File: src/rtl/sensor_pkg.sv
// Shared definitions for the delay-line sensor controller.
// Holds the controller state encoding, default window size and synchronizer depth.
// Pure package: no latency, no flow control.
package sensor_pkg;

  typedef enum logic [1:0] {
    ST_IDLE  = 2'd0,
    ST_FLUSH = 2'd1,
    ST_MEAS  = 2'd2,
    ST_DONE  = 2'd3
  } state_t;

  localparam int WIN_LOG2_DEF = 8;
  localparam int SYNC_DEPTH   = 2;

endpackage

File: src/rtl/sensor_sync2.sv
// Purpose: 1-bit two-flop synchronizer bringing the sensor delay-line output into clk.
// Latency: SYNC_DEPTH (2) clk cycles from d to q.
// Backpressure: none; samples every cycle.
// Ports: clk, rst_n (async active-low), d (async input), q (synchronized output).
module sensor_sync2
  import sensor_pkg::*;
(
  input  logic clk,
  input  logic rst_n,
  input  logic d,
  output logic q
);

  logic [SYNC_DEPTH-1:0] sync_ff;

  always_ff @(posedge clk or negedge rst_n) begin
    if (!rst_n) begin
      sync_ff <= '0;
    end else begin
      sync_ff <= {sync_ff[SYNC_DEPTH-2:0], d};
    end
  end

  assign q = sync_ff[SYNC_DEPTH-1];

endmodule

File: src/rtl/sensor_ctrl.sv
// Purpose: counts high samples of the synchronized sensor delay-line output over a
//   2^WIN_LOG2-cycle window and flags an alarm when the count exceeds a captured threshold.
// Latency: start accepted at edge N -> done visible during the cycle ending at edge N+3+2^WIN_LOG2.
// Backpressure: start is dropped (not queued) while busy or in the done cycle.
// Ports: clk, rst_n (async active-low), start, delayed_clk (async sensor output),
//   thr[CNT_W] -> busy, done (1-cycle pulse), count[CNT_W], alarm.
// Build option: SENSOR_CTRL_CONT_EN makes measurements repeat back-to-back after one start.
module sensor_ctrl
  import sensor_pkg::*;
#(
  parameter int WIN_LOG2 = WIN_LOG2_DEF,
  parameter int CNT_W    = WIN_LOG2 + 1
) (
  input  logic             clk,
  input  logic             rst_n,
  input  logic             start,
  input  logic             delayed_clk,
  input  logic [CNT_W-1:0] thr,
  output logic             busy,
  output logic             done,
  output logic [CNT_W-1:0] count,
  output logic             alarm
);

  // A full window yields 2^WIN_LOG2 hits, which needs WIN_LOG2+1 bits.
  if (CNT_W < WIN_LOG2 + 1) begin : g_cnt_w_chk
    $error("sensor_ctrl: CNT_W must be at least WIN_LOG2+1");
  end
  if (WIN_LOG2 < 2 || WIN_LOG2 > 16) begin : g_win_chk
    $error("sensor_ctrl: WIN_LOG2 must be in 2..16");
  end

  localparam logic [WIN_LOG2-1:0] FLUSH_LAST = WIN_LOG2'(SYNC_DEPTH - 1);

  state_t               state, state_nxt;
  logic                 sample;
  logic                 arm;
  logic                 last_meas;
  logic [WIN_LOG2-1:0]  win_cnt;
  logic [CNT_W-1:0]     acc;
  logic [CNT_W-1:0]     acc_sum;
  logic [CNT_W-1:0]     thr_q;

  sensor_sync2 u_sync (
    .clk   (clk),
    .rst_n (rst_n),
    .d     (delayed_clk),
    .q     (sample)
  );

  always_ff @(posedge clk or negedge rst_n) begin
    if (!rst_n) begin
      state <= ST_IDLE;
    end else begin
      state <= state_nxt;
    end
  end

  always_comb begin
    state_nxt = state;
    arm       = 1'b0;
    case (state)
      ST_IDLE: begin
        if (start) begin
          state_nxt = ST_FLUSH;
          arm       = 1'b1;
        end
      end
      ST_FLUSH: begin
        if (win_cnt == FLUSH_LAST) state_nxt = ST_MEAS;
      end
      ST_MEAS: begin
        if (&win_cnt) state_nxt = ST_DONE;
      end
      ST_DONE: begin
`ifdef SENSOR_CTRL_CONT_EN
        state_nxt = ST_FLUSH;
        arm       = 1'b1;
`else
        state_nxt = ST_IDLE;
`endif
      end
      default: state_nxt = ST_IDLE;
    endcase
  end

  assign busy      = (state == ST_FLUSH) || (state == ST_MEAS);
  assign done      = (state == ST_DONE);
  assign last_meas = (state == ST_MEAS) && (&win_cnt);
  // Include the final window sample so count is valid during the DONE cycle itself.
  assign acc_sum   = acc + CNT_W'(sample);

  always_ff @(posedge clk or negedge rst_n) begin
    if (!rst_n) begin
      win_cnt <= '0;
      acc     <= '0;
      thr_q   <= '0;
      count   <= '0;
      alarm   <= 1'b0;
    end else begin
      // One counter times both the flush and the window; it restarts on every state change.
      if (state_nxt != state) begin
        win_cnt <= '0;
      end else if (busy) begin
        win_cnt <= win_cnt + WIN_LOG2'(1);
      end

      if (arm) begin
        thr_q <= thr;
        acc   <= '0;
      end else if (state == ST_MEAS) begin
        acc <= acc_sum;
      end

      if (last_meas) begin
        count <= acc_sum;
        alarm <= (acc_sum > thr_q);
      end
    end
  end

endmodule
File: config.mk
export PLATFORM = sky130hd
export DESIGN_NAME = sensor_ctrl
export DESIGN_NICKNAME = d
export VERILOG_FILES = /design/src/rtl/sensor_pkg.sv /design/src/rtl/sensor_sync2.sv /design/src/rtl/sensor_ctrl.sv
export SDC_FILE = /design/constraint.sdc
export NUM_CORES = 1
export LEC_CHECK = 0
export BUFFER_PORTS_ARGS = -buffer_cell sky130_fd_sc_hd__buf_4
export CAP_MARGIN = 20
export CORE_MARGIN = 5
export CORE_UTILIZATION = 60
export CTS_BUF_LIST = sky130_fd_sc_hd__clkbuf_4 sky130_fd_sc_hd__clkbuf_8
export DETAILED_ROUTE_END_ITERATION = 10
export GPL_TIMING_DRIVEN = 0
export HOLD_SLACK_MARGIN = 0.02
export PLACE_DENSITY = 0.84
export REMOVE_ABC_BUFFERS = 1
export SETUP_SLACK_MARGIN = 0.02
export SYNTH_ARGS = -nofsm -noshare
export SYNTH_HDL_FRONTEND = slang
export SYNTH_SLANG_ARGS = --single-unit
File: constraint.sdc
create_clock -name clk -period 2.6 [get_ports clk]
set_input_delay 0.39 -clock clk [delete_from_list [all_inputs] [get_ports clk]]
set_output_delay 0.39 -clock clk [all_outputs]
set_load 0.05 [all_outputs]
==> reports/results.ini <==
[global_route]
grt_pass1_wl_um = 7000
use_met3_pct = 3.98
grtUsageMet2_pct = 28.4
grt_overflow = 0
busiest_layer = met2
grt_antenna_before_repair = 0
grt_max_degree = 41
grt_pass1_vias = 1524
grt_usage_pct = 17.3
grtUsageMet1_pct = 22.3

[finish]
final_core_util_pct = 70.1
syn_to_final_growth_pct = 14.8
multi_input_area_sq_mm = 0.00115
final-seq-area_sq_mm = 0.00100
final_cells = 293
n_antenna_cell = 0
design_area_sq_mm = 0.00255
drive_gt1_share_pct = 20.4
final_nets = 276
nFillCells = 308

[yosys]
synth_edf_count = 0
syn_area_per_cell_sq_um = 10.1
synth_most_common_cell = dfrtp_1
ys_warn_count = 0
synth_cell_type_count = 39
synthFlopType = dfrtp_1
yosysTopAreaCell = dfrtp_1
synth_area_leaders = dfrtp_1 (45%), ha_1 (11%), xor2_1 (4.7%)
ys_top_cells_by_count = dfrtp_1 (40), nor2_1 (26), nand2_1 (20)
ys_async_sr_fraction_pct = 100
yosysSeqAreaShare_pct = 45.1
synth_top_area_share_pct = 45.1
ys_ff_latch = 40
synthesis.area_sq_mm = 0.00222
syn_inst = 220

[die]
ios = 25
rows = 22
die-width_um = 70.8
core_area_sq_mm = 0.00363
die_h_um = 70.8
initial_core_util_pct = 61.1
die_area_sq_mm = 0.00502

[pwr]
p_per_area_mw_per_mm2 = 663
peakVddDrop_mv = 0.502
combPwrFrac_pct = 27.2
switchingPower_mw = 0.566
p_int_mw = 1.12
clockPowerShare_pct = 25.8
swShare_pct = 33.5
p_leak_nw = 1.25
seqPwrFrac_pct = 47.0
p_total_mw = 1.69

[sta]
hold_viol = 0
slew_headroom_pct = 41.0
worst_slew_pin_slew_ps = 884
whs_ps = 52.0
fin_crit_sh_pct = 95.6
slew_viol_final = 0
setup_viol = 0
min_period_ps = 2490
finClkSkew_ps = 8.50
max_freq_ghz = 0.402

[setup_path]
worstSetupEndpointType = flip-flop
cp.required_ps = 2760
critical_path_buf_inv_count = 0
critPathLaunch = acc[0]
r2r_cells = 10
start_kind = flip-flop
timing.rr.start = acc[0]
crit_family = simple AND/OR/NAND/NOR gates
regToRegSetupSlack_ps = 110
crit_chain = ha_1, ha_1, and3_4, nand3_1, xnor2_2, ha_4, nand4_1, or3_1, mux2i_1, a31oi_1
slowest_stage = or3_1
cp.depth = 10
crit_top_cell = ha_1
cp.arrival_ps = 2640
path_class = flip-flop to flip-flop
critPathCapture = alarm
timing.rr.end = alarm
cpPeakStageDelay_ps = 390
crit_fanout = 5

[place]
place_congestion = 0.870
io_buffers = 24
dp.final_hpwl_um = 2930
dpl-instance-area_sq_mm = 0.00242
placedCellCount = 285

[detailed_routing]
ant_nets = 0
drc_errors = 0
via_per_inst = 5.47
routed_wl_um = 4220
drt_pre_antenna_iters = 4
drtIter0Drc = 95
via_count = 1602
post_drt_wl_per_cell_um = 14.4

[clocking]
ctsLongestPathBuffers = 2
hold_buffers = 0
cts_sinks = 40
cts_root_buf = clkbuf_8
h-tree-depth = 2
cts_made_buffers = 5
clk_latency_ps = 300
cts_tree = done
clk_pin_slew_ps = 80

[run_status]
status = finished clean

[run]
drv_cap = 0

[min_path]
hold_path.class = input pin to async pin

[per-layer routing]
metal | part of all wire (%) | wire length [um]
met1 | 45 | 1890
met2 | 50 | 2130
met3 | 3.1 | 132
met4 | 1.5 | 62
met5 | 0 | 0
[registers in the layout (all words and copies together) (netlist names)]
signal,flops
acc,9
count,9
thr_q,9
win_cnt,8
state,2
u_sync.sync_ff,2
alarm,1
[worst min path at each step]
stage	start	end	slack (ps)
6_report	rst_n	thr_q[5]	50
5_1_grt	rst_n	thr_q[6]	90
4_1_cts	rst_n	thr_q[6]	70
3_5_place_dp	u_sync.sync_ff[0]	u_sync.sync_ff[1]	350
3_3_place_gp	u_sync.sync_ff[0]	u_sync.sync_ff[1]	340
2_1_floorplan	rst_n	acc[0]	90
[cells by family after synthesis]
logic type / after synthesis / share of synthesized area [%]
simple gates: 75 / 16.4
flops: 40 / 45.1
compound gates: 32 / 9.98
buf+inv: 23 / 4.57
xor+xnor: 20 / 7.89
fa+ha+maj: 19 / 10.7
mux: 11 / 5.36
[cell usage in the layout (no fill, tap or decap), types with 2 or more instances in the layout]
| cell type | instances |
|---|---|
| nand2_1 | 20 |
| a21oi_1 | 4 |
| nand4_2 | 2 |
| dfrtp_1 | 40 |
| nor3_1 | 2 |
| ha_1 | 18 |
| clkinvlp_4 | 2 |
| o21ai_0 | 15 |
| buf_4 | 24 |
| xnor2_1 | 7 |
| and3_1 | 2 |
| inv_1 | 16 |
| clkbuf_8 | 6 |
| nor2b_1 | 2 |
| mux2i_1 | 4 |
| mux2_2 | 7 |
| a21boi_0 | 2 |
| nand4_1 | 6 |
| xor2_1 | 12 |
| or3_1 | 4 |
| nand3_1 | 3 |
| nor2_1 | 26 |
[through the flow]
step                      setup slack (ps)  TNS, ps
after global placement                87.7        0
final                                  114        0
after floorplan                        369        0
after CTS                             40.5        0
after detailed placement             -37.8    -37.8
after global routing                 -24.3    -24.3
[power by group through the flow]
stage	registers [mW]	logic [mW]	clock network (mW)
floorplan	0.781	0.313	0
global placement	0.797	0.399	0
detailed placement	0.801	0.422	0
CTS	0.790	0.430	0.444
global route	0.807	0.514	0.472
finish	0.793	0.460	0.436
[area by class of cell]
class / instances / area share [%]
Multi-Input combinational cell: 157 / 45.1
Timing Repair Buffer: 24 / 7.07
Inverter: 16 / 2.36
Clock buffer: 6 / 3.24
Clock inverter: 2 / 0.589
Sequential cell: 40 / 39.3
Tap cell: 48 / 2.36
[what timing repair did]
action | 4_1_cts | 5_1_grt
resized for setup | 2 | 5
setup endpoints to repair | 1 | 1
gates cloned | 0 | 0
pin swaps | 0 | 0
buffers inserted | 0 | 0
Power figures use the tool's default switching activity.
